==> config.mk <==
export PLATFORM = sky130hd
export DESIGN_NAME = safe_entry_ctrl
export DESIGN_NICKNAME = d
export VERILOG_FILES = /design/src/rtl/safe_entry_ctrl.sv
export SDC_FILE = /design/constraint.sdc
export NUM_CORES = 1
export LEC_CHECK = 0
export ABC_AREA = 1
export CAP_MARGIN = 20
export CORE_UTILIZATION = 40
export DETAILED_ROUTE_END_ITERATION = 10
export PLACE_DENSITY = 0.68
export SYNTH_ARGS = -nofsm -noshare
export SYNTH_HDL_FRONTEND = slang
export SYNTH_SLANG_ARGS = --single-unit
==> constraint.sdc <==
create_clock -name clk -period 1.75 [get_ports clk]
set_input_delay 0.175 -clock clk [delete_from_list [all_inputs] [get_ports clk]]
set_output_delay 0.175 -clock clk [all_outputs]
set_load 0.01 [all_outputs]
==> src/rtl/safe_entry_ctrl.sv <==
// Keypad sequencing controller for the digital safe: assembles a 4-digit code,
// strobes the safe core, reads back its state and enforces a timed lockout.
module safe_entry_ctrl #(
    parameter int unsigned MAX_TRIES      = 3,
    parameter int unsigned LOCKOUT_CYCLES = 100_000_000
) (
    input  logic        clk,
    input  logic        rst,
    input  logic        digit_valid,
    input  logic [3:0]  digit,
    input  logic        enter,
    input  logic        clear,
    input  logic        set_req,
    input  logic        lock_req,
    input  logic [1:0]  safestate,
    output logic [15:0] passinput,
    output logic        pass_set,
    output logic        pass_reg,
    output logic        pass_lock,
    output logic [2:0]  digit_cnt,
    output logic [2:0]  fail_cnt,
    output logic        lockout,
    output logic [2:0]  ctrl_state
);

    typedef enum logic [2:0] {
        ST_ENTRY   = 3'd0,
        ST_CHECK   = 3'd1,
        ST_OPEN    = 3'd2,
        ST_NEWPASS = 3'd3,
        ST_SAVE    = 3'd4,
        ST_LOCKOUT = 3'd5
    } state_e;

    localparam logic [2:0]  MAX_FAIL  = 3'(MAX_TRIES);
    localparam logic [31:0] LOCK_LOAD = 32'(LOCKOUT_CYCLES - 1);

    state_e      state_q, state_d;
    logic [15:0] passinput_q, passinput_d;
    logic [2:0]  digit_cnt_q, digit_cnt_d;
    logic [2:0]  fail_cnt_q, fail_cnt_d;
    logic        pass_set_q, pass_set_d;
    logic        pass_reg_q, pass_reg_d;
    logic        pass_lock_q, pass_lock_d;
    logic        lockout_q, lockout_d;
    logic        check_cnt_q, check_cnt_d;
    logic [1:0]  save_cnt_q, save_cnt_d;
    logic [31:0] lock_cnt_q, lock_cnt_d;
    logic [2:0]  fail_next;

    always_comb begin
        state_d     = state_q;
        passinput_d = passinput_q;
        digit_cnt_d = digit_cnt_q;
        fail_cnt_d  = fail_cnt_q;
        pass_set_d  = pass_set_q;
        pass_reg_d  = 1'b0;
        pass_lock_d = 1'b0;
        check_cnt_d = check_cnt_q;
        save_cnt_d  = save_cnt_q;
        lock_cnt_d  = lock_cnt_q;
        fail_next   = (fail_cnt_q < MAX_FAIL) ? fail_cnt_q + 3'd1 : fail_cnt_q;

        case (state_q)
            ST_ENTRY, ST_NEWPASS: begin
                if (state_q == ST_NEWPASS && lock_req) begin
                    pass_lock_d = 1'b1;
                    passinput_d = '0;
                    digit_cnt_d = '0;
                    state_d     = ST_ENTRY;
                end else if (clear) begin
                    passinput_d = '0;
                    digit_cnt_d = '0;
                end else if (digit_valid) begin
                    // A fifth digit is dropped; an enter in the same cycle is too.
                    if (digit_cnt_q < 3'd4) begin
                        passinput_d = {passinput_q[11:0], digit};
                        digit_cnt_d = digit_cnt_q + 3'd1;
                    end
                end else if (enter && digit_cnt_q == 3'd4) begin
                    if (state_q == ST_ENTRY) begin
                        state_d     = ST_CHECK;
                        pass_set_d  = set_req;
                        check_cnt_d = 1'b0;
                    end else begin
                        state_d    = ST_SAVE;
                        pass_reg_d = 1'b1;
                        save_cnt_d = '0;
                    end
                end
            end
            ST_CHECK: begin
                // The safe registers its verdict one cycle after seeing the code.
                if (!check_cnt_q) begin
                    check_cnt_d = 1'b1;
                end else begin
                    pass_set_d = 1'b0;
                    case (safestate)
                        2'b01: begin
                            state_d    = ST_OPEN;
                            fail_cnt_d = '0;
                        end
                        2'b10: begin
                            state_d     = ST_NEWPASS;
                            fail_cnt_d  = '0;
                            passinput_d = '0;
                            digit_cnt_d = '0;
                        end
                        default: begin
                            fail_cnt_d  = fail_next;
                            passinput_d = '0;
                            digit_cnt_d = '0;
                            if (fail_next == MAX_FAIL) begin
                                state_d    = ST_LOCKOUT;
                                lock_cnt_d = LOCK_LOAD;
                            end else begin
                                state_d = ST_ENTRY;
                            end
                        end
                    endcase
                end
            end
            ST_OPEN: begin
                if (lock_req) begin
                    passinput_d = '0;
                    digit_cnt_d = '0;
                    state_d     = ST_ENTRY;
                end
            end
            ST_SAVE: begin
                if (safestate == 2'b11 || save_cnt_q == 2'd3) begin
                    pass_lock_d = 1'b1;
                    passinput_d = '0;
                    digit_cnt_d = '0;
                    state_d     = ST_ENTRY;
                end else begin
                    save_cnt_d = save_cnt_q + 2'd1;
                end
            end
            ST_LOCKOUT: begin
                if (lock_cnt_q == '0) begin
                    fail_cnt_d = '0;
                    state_d    = ST_ENTRY;
                end else begin
                    lock_cnt_d = lock_cnt_q - 32'd1;
                end
            end
            default: state_d = ST_ENTRY;
        endcase

        lockout_d = (state_d == ST_LOCKOUT);
    end

    always_ff @(posedge clk) begin
        if (rst) begin
            state_q     <= ST_ENTRY;
            passinput_q <= '0;
            digit_cnt_q <= '0;
            fail_cnt_q  <= '0;
            pass_set_q  <= 1'b0;
            pass_reg_q  <= 1'b0;
            pass_lock_q <= 1'b0;
            lockout_q   <= 1'b0;
            check_cnt_q <= 1'b0;
            save_cnt_q  <= '0;
            lock_cnt_q  <= '0;
        end else begin
            state_q     <= state_d;
            passinput_q <= passinput_d;
            digit_cnt_q <= digit_cnt_d;
            fail_cnt_q  <= fail_cnt_d;
            pass_set_q  <= pass_set_d;
            pass_reg_q  <= pass_reg_d;
            pass_lock_q <= pass_lock_d;
            lockout_q   <= lockout_d;
            check_cnt_q <= check_cnt_d;
            save_cnt_q  <= save_cnt_d;
            lock_cnt_q  <= lock_cnt_d;
        end
    end

    assign passinput  = passinput_q;
    assign pass_set   = pass_set_q;
    assign pass_reg   = pass_reg_q;
    assign pass_lock  = pass_lock_q;
    assign digit_cnt  = digit_cnt_q;
    assign fail_cnt   = fail_cnt_q;
    assign lockout    = lockout_q;
    assign ctrl_state = state_q;

endmodule

======== Word level (Yosys, flattened, before mapping) ========
Cells that the tools add are included.
cells by class
  $add $sub $neg .......................... 4
  magnitude comparators ................... 2
  equality and inequality tests ........... 29
  muxes and demuxes ....................... 64
  bitwise gates (word level) .............. 2
  reduce and logical (&&, ||, !) cells .... 18
operators with widths
  kind                                                number
  2-to-1 mux 16 bit                                   8
  2-to-1 mux 32 bit                                   4
  2-to-1 mux 3 bit                                    22
  one-hot mux 16 bit (4 select lines)                 1
  one-hot mux 32 bit (2 select lines)                 1
  zero test 32 bit                                    1
  subtractor 32 x 1 -> 32 bit, second input constant  1
  != test 2 bit, second input constant                15
  AND reduction 7 bit                                 3
  one-hot mux 3 bit (5 select lines)                  1
  2-to-1 mux 1 bit                                    14
  == test 3 bit, second input constant                4
  2-to-1 mux 2 bit                                    6
  one-hot mux 3 bit (2 select lines)                  2
  one-hot mux 3 bit (4 select lines)                  1
  == test 3 x 2 -> 1 bit, second input constant       3
  != test 4 bit, second input constant                2
  adder 3 x 1 -> 3 bit, second input constant         2
  == test 2 bit, second input constant                3
  one-hot mux 1 bit (2 select lines)                  3
  AND reduction 6 bit                                 1
  nonzero test 2 bit                                  3
  OR reduction 6 bit                                  1
  AND reduction 5 bit                                 1
  13 further kinds                                    16
storage, ports and cells
  flip-flop bits (word level) ............. 64
  input bits .............................. 13
  output and inout port bits .............. 29
  logic and storage cells ................. 130

======== Logic depth before layout (Yosys ltp) ========
  word-level depth ........................ 8
  mapped depth ............................ 12
  mapped depth without buffers ............ 12

======== Least setup slack after synthesis ========
No wires, ideal clock.
  kind .................................... register -> register
  start point ............................. reg lock_cnt_q[0]
  end point ............................... reg lock_cnt_q[9]
  library setup time ...................... 0.143 ns
  data arrival time ....................... 1.600 ns
  data required time ...................... 1.607 ns
  path slack .............................. 0.007 ns
  stages on the path, launching flop included .. 13
  path buffers ............................ 1
  clock period less this slack ............ 1.743 ns
  cells stage by stage .................... dfxtp_1 inv_1 ha_1 nand2_4 nor2_8 nand2_4 nor2_4 nand2_4 nand2_8 inv_6 buf_6 nand3_1 a21oi_2
between the ends
  cells in the longest elaborated chain, start to end .. 3
  elaborated cells between the ends (all ways) .. 6
  classes of those cells .................. add/sub: 1; eq/ne: 1; mux: 2; reduce/logical: 2
ends and longest elaborated chain
  what                                                                        RTL line  text
  from (decl)                                                                 48        logic [31:0] lock_cnt_q, lock_cnt_d;
  from (signal assigned)                                                      178       lock_cnt_q <= lock_cnt_d;
  subtractor 32 x 1 -> 32 bit or zero test 32 bit (tied branches)             145, 141
  2-to-1 mux 32 bit or != test 2 bit (tied branches)                          --
  one-hot mux 32 bit (2 select lines) or AND reduction 5 bit (tied branches)  --
Several ways; a longest one is shown, not always the timed one. The select of a mux whose other input is x is not followed.
A chain may end at the register's enable or synchronous reset.

======== Worst setup path in the final report ========
  start point ............................. reg lock_cnt_q[1]
  end point ............................... reg lock_cnt_q[25]
Same word-level chain as after synthesis.

==> summary.md <==
| Metric | Value |
|---|---|
| #FFs+latches synth | `64` |
| Setup TNS | `0 ns` |
| DRT iter0 DRCs | `154` |
| HP Class | `in -> reg` |
| Syn Inst Count | `588` |
| Max reg flops | `32` |
| Share of flip-flops with an asynchronous set or reset | `0%` |
| Top_reg_cell synth | `dfxtp_1` |
| Period utilisation layout | `95.2%` |
| R2R Path End | `lock_cnt_q[25]$_SDFFE_PP0P_` |
| Most flops, register | `lock_cnt_q` |
| All-Layer GR Usage | `20.6%` |
| CP bufs+invs | `2` |
| Clk network pwr share | `41.3%` |
| Combinational share of power | `14.9%` |
| Min cycle time layout | `1.67 ns` |
| Hold path startpoint | `rst` |
| Most common cell in the netlist | `nand2_1` |
| Pin count of the biggest net entering global routing | `26` |
| Vias in the first global route | `3,833` |
| FF-to-FF path depth | `12` |
| CP max FO | `6` |
| Area growth syn-to-layout | `27.5%` |
| Crit path cell chain | `inv_2 > ha_4 > nand2_4 > nor2_8 > nand2_4 > nor2_4 > nand2_4 > nand2_8 > buf_4 > nor2_1 > nor2_1 > nor2_1` |
| WHS Endpoint | `pass_reg$_SDFF_PP0_` |
| Antenna viol nets, final | `0` |
| Finish-stage setup viols | `0` |
| Placed Cells | `785` |
| # port buffers | `41` |
| Worst r2r src | `lock_cnt_q[1]$_SDFFE_PP0P_` |
| CTS tree | `built` |
| Final WL | `10,100 um` |
| Warnings, synthesis | `0` |
| Initial antenna violation count | `0` |
| Post-synth cell types | `37` |
| Max-slew violations | `0` |
| Die Y | `101 um` |
| First-pass GRT wire length | `16,700 um` |
| Synth top area share | `32.4%` |
| CP delay by family, top | `simple AND/OR/NAND/NOR gates` |
| Fin Clk Skew | `0.0149 ns` |
| Critical path type | `reg -> reg` |
| Power share of the sequential group | `43.7%` |
| Initial Utilization | `42.0%` |
| Max-Cap Viols | `0` |
| Num ports | `42` |
| Area contributors post-synth | `dfxtp_1 32%, nand2_1 12%, nor2_1 12%` |
| Worst slew margin | `76.9%` |
| WP data required | `1.99 ns` |
| Fin nets | `689` |
| Switching share of total power | `28.1%` |
| Max H-tree Level | `3` |
| Pwr Density | `710 nW/um2` |
| Avg WL per Cell | `12.6 um` |
| Via count | `4,034` |
| Clock transition at the registers of the reported paths | `0.09 ns` |
| Grt ovf | `0` |
| Status | `finished clean` |
| Post-synth top area cell | `dfxtp_1` |
| Site row count | `35` |
| Setup Slack @ Placement | `-0.299 ns` |
| P_leak | `2.27 nW` |
| Mapped Area | `3960 um2` |
| EDFF count, synth | `0` |
| Hold Path Depth | `2` |
| Inserted Clock Buffers | `9` |
| CTS max path bufs | `2` |
| Clock tree sinks | `64` |
| Sequential element share of the synthesized area | `32.4%` |
| Layout cells sized above 1 | `23.0%` |
| Gp weighted congestion | `0.920` |
| Synth cell count leaders | `126 x nand2_1, 122 x nor2_1, 64 x dfxtp_1` |
| Fill count | `919` |
| Internal power | `2.58 mW` |
| NetSw | `1.01 mW` |
| Final core occ | `53.6%` |
| CP Data Arrival Time | `1.90 ns` |
| N_diodes | `0` |
| Vias per cell | `5.03` |
| Startpoint types | `flop` |
| Critical Path Max Stage Delay | `0.33 ns` |
| Crit end category | `flop` |
| Remaining DRCs | `0` |
| Clk_lat worst skew | `0.36 ns` |
| Slew @ Worst Pin | `0.345 ns` |
| Core area | `9420 um2` |
| Final worst slack | `0.0847 ns` |
| Fmax | `0.600 GHz` |
| HPWL Detailed | `7600 um` |
| Worst path slowest cell | `dfxtp_1` |
| R2R Setup Slk | `0.08 ns` |
| RSZ-0062 raised after global routing | `true` |
| Synthesized net count | `609` |
| Total Die Area | `10,300 um2` |
| Drt pass-1 iters | `4` |
| Root buffer cell | `clkbuf_8` |
| Die width | `101 um` |
| Fin cells | `802` |
| Final hold vios | `0` |
| Peak supply drop | `0.432 mV` |
| Syn Area/Cell | `6.73 um2` |
## cell families (layout without fill, tap and decap cells)
group                      Yosys count  after routing  synth area share [%]
and+or+nand+nor                    366            366                  43.1
adders and majority gates            8              8                  2.53
xor gates and xnor gates             4              4                 0.885
buffers and inverters               73            158                  9.35
AOI/OAI and AO/OA                   73             73                  11.7
DFF                                 64             64                  32.4
## worst reg2reg max path: cells and delay by family (launching register included)
family,cells,cell delay (ns)
adder cells (fa/ha/maj),1,0.18
buffers and inverters,2,0.24
AND/OR/NAND/NOR,9,0.79
flip-flops,1,0.33
## cell usage in the layout (no fill, tap or decap), types with 2 or more instances in the layout
master and n:
nand2_2 13, nand2_1 126, nand3b_1 2, bufinv_16 2, or2_2 8, nor3_2 8, dfxtp_1 62, dfxtp_2 2
a21oi_1 28, buf_6 2, nor2_2 16, nand3_2 2, xor2_1 4, clkdlybuf4s50_1 40, clkbuf_8 9, a211oi_1 2
ha_1 7, inv_1 51, inv_2 2, nand2_4 5, a21oi_2 24, o21ai_1 2, nand3_1 42, nor3_1 12
nor2_1 108, o21ai_0 15, buf_4 43, nand4_1 13, nor2_4 6, inv_6 2, clkinv_4 2
## power groups by stage
| stage | logic, mW | registers, mW | clock network, mW |
|---|---|---|---|
| floorplan | 0.311 | 1.61 | 0 |
| detailed placement | 0.532 | 1.60 | 0 |
| global placement | 0.523 | 1.60 | 0 |
| finish | 0.536 | 1.57 | 1.48 |
| CTS | 0.534 | 1.57 | 1.51 |
| global route | 0.596 | 1.58 | 1.57 |
## final cells by class
type	instances	area (um2)	area share [%]
multi-input cells	451	2380	47.2
inverters	54	210	4.16
flip-flops and latches	64	1280	25.4
clock buffers	9	124	2.45
repair buffers	88	786	15.6
clock inverters	7	103	2.03
well taps	129	161	3.20
## metal layers
metal	wire [um]	track usage, %	share of wire [%]	vias to the layer above
met4	162	7.25	1.6	0
met3	447	4.90	4.4	15
li1	-	-	-	2054
met5	0	0	0	-
met2	4890	35.5	48	89
met1	4600	24.9	46	1876
## repair_timing
item	4_1_cts	5_1_grt
hold buffers	0	0
setup buffers	0	1
setup endpoints to repair	27	51
pin swaps	0	2
gates resized for setup	3	27
## through the flow
step	area (um2)	total power [mW]	hold slack [ns]
final	5050	3.59	0.0484
after global routing	5050	3.75	0.0582
after CTS	4960	3.62	0.0231
after detailed placement	4720	2.13	0.416
after global placement	4720	2.12	0.408
after floorplan	3960	1.92	0.254
## worst max-delay path by stage
stage | from | to | depth (start not counted)
floorplan | lock_cnt_q[0]$_SDFFE_PP0P_ | lock_cnt_q[9]$_SDFFE_PP0P_ | 12
CTS | ctrl_state[0]$_SDFF_PP0_ | passinput[6]$_SDFFE_PP0P_ | 7
global placement | safestate[0] | lock_cnt_q[1]$_SDFFE_PP0P_ | 11
detailed placement | safestate[0] | lock_cnt_q[1]$_SDFFE_PP0P_ | 11
finish | lock_cnt_q[1]$_SDFFE_PP0P_ | lock_cnt_q[25]$_SDFFE_PP0P_ | 12
global route | lock_cnt_q[0]$_SDFFE_PP0P_ | lock_cnt_q[25]$_SDFFE_PP0P_ | 12
No activity file was read; power rests on OpenSTA's default activity.
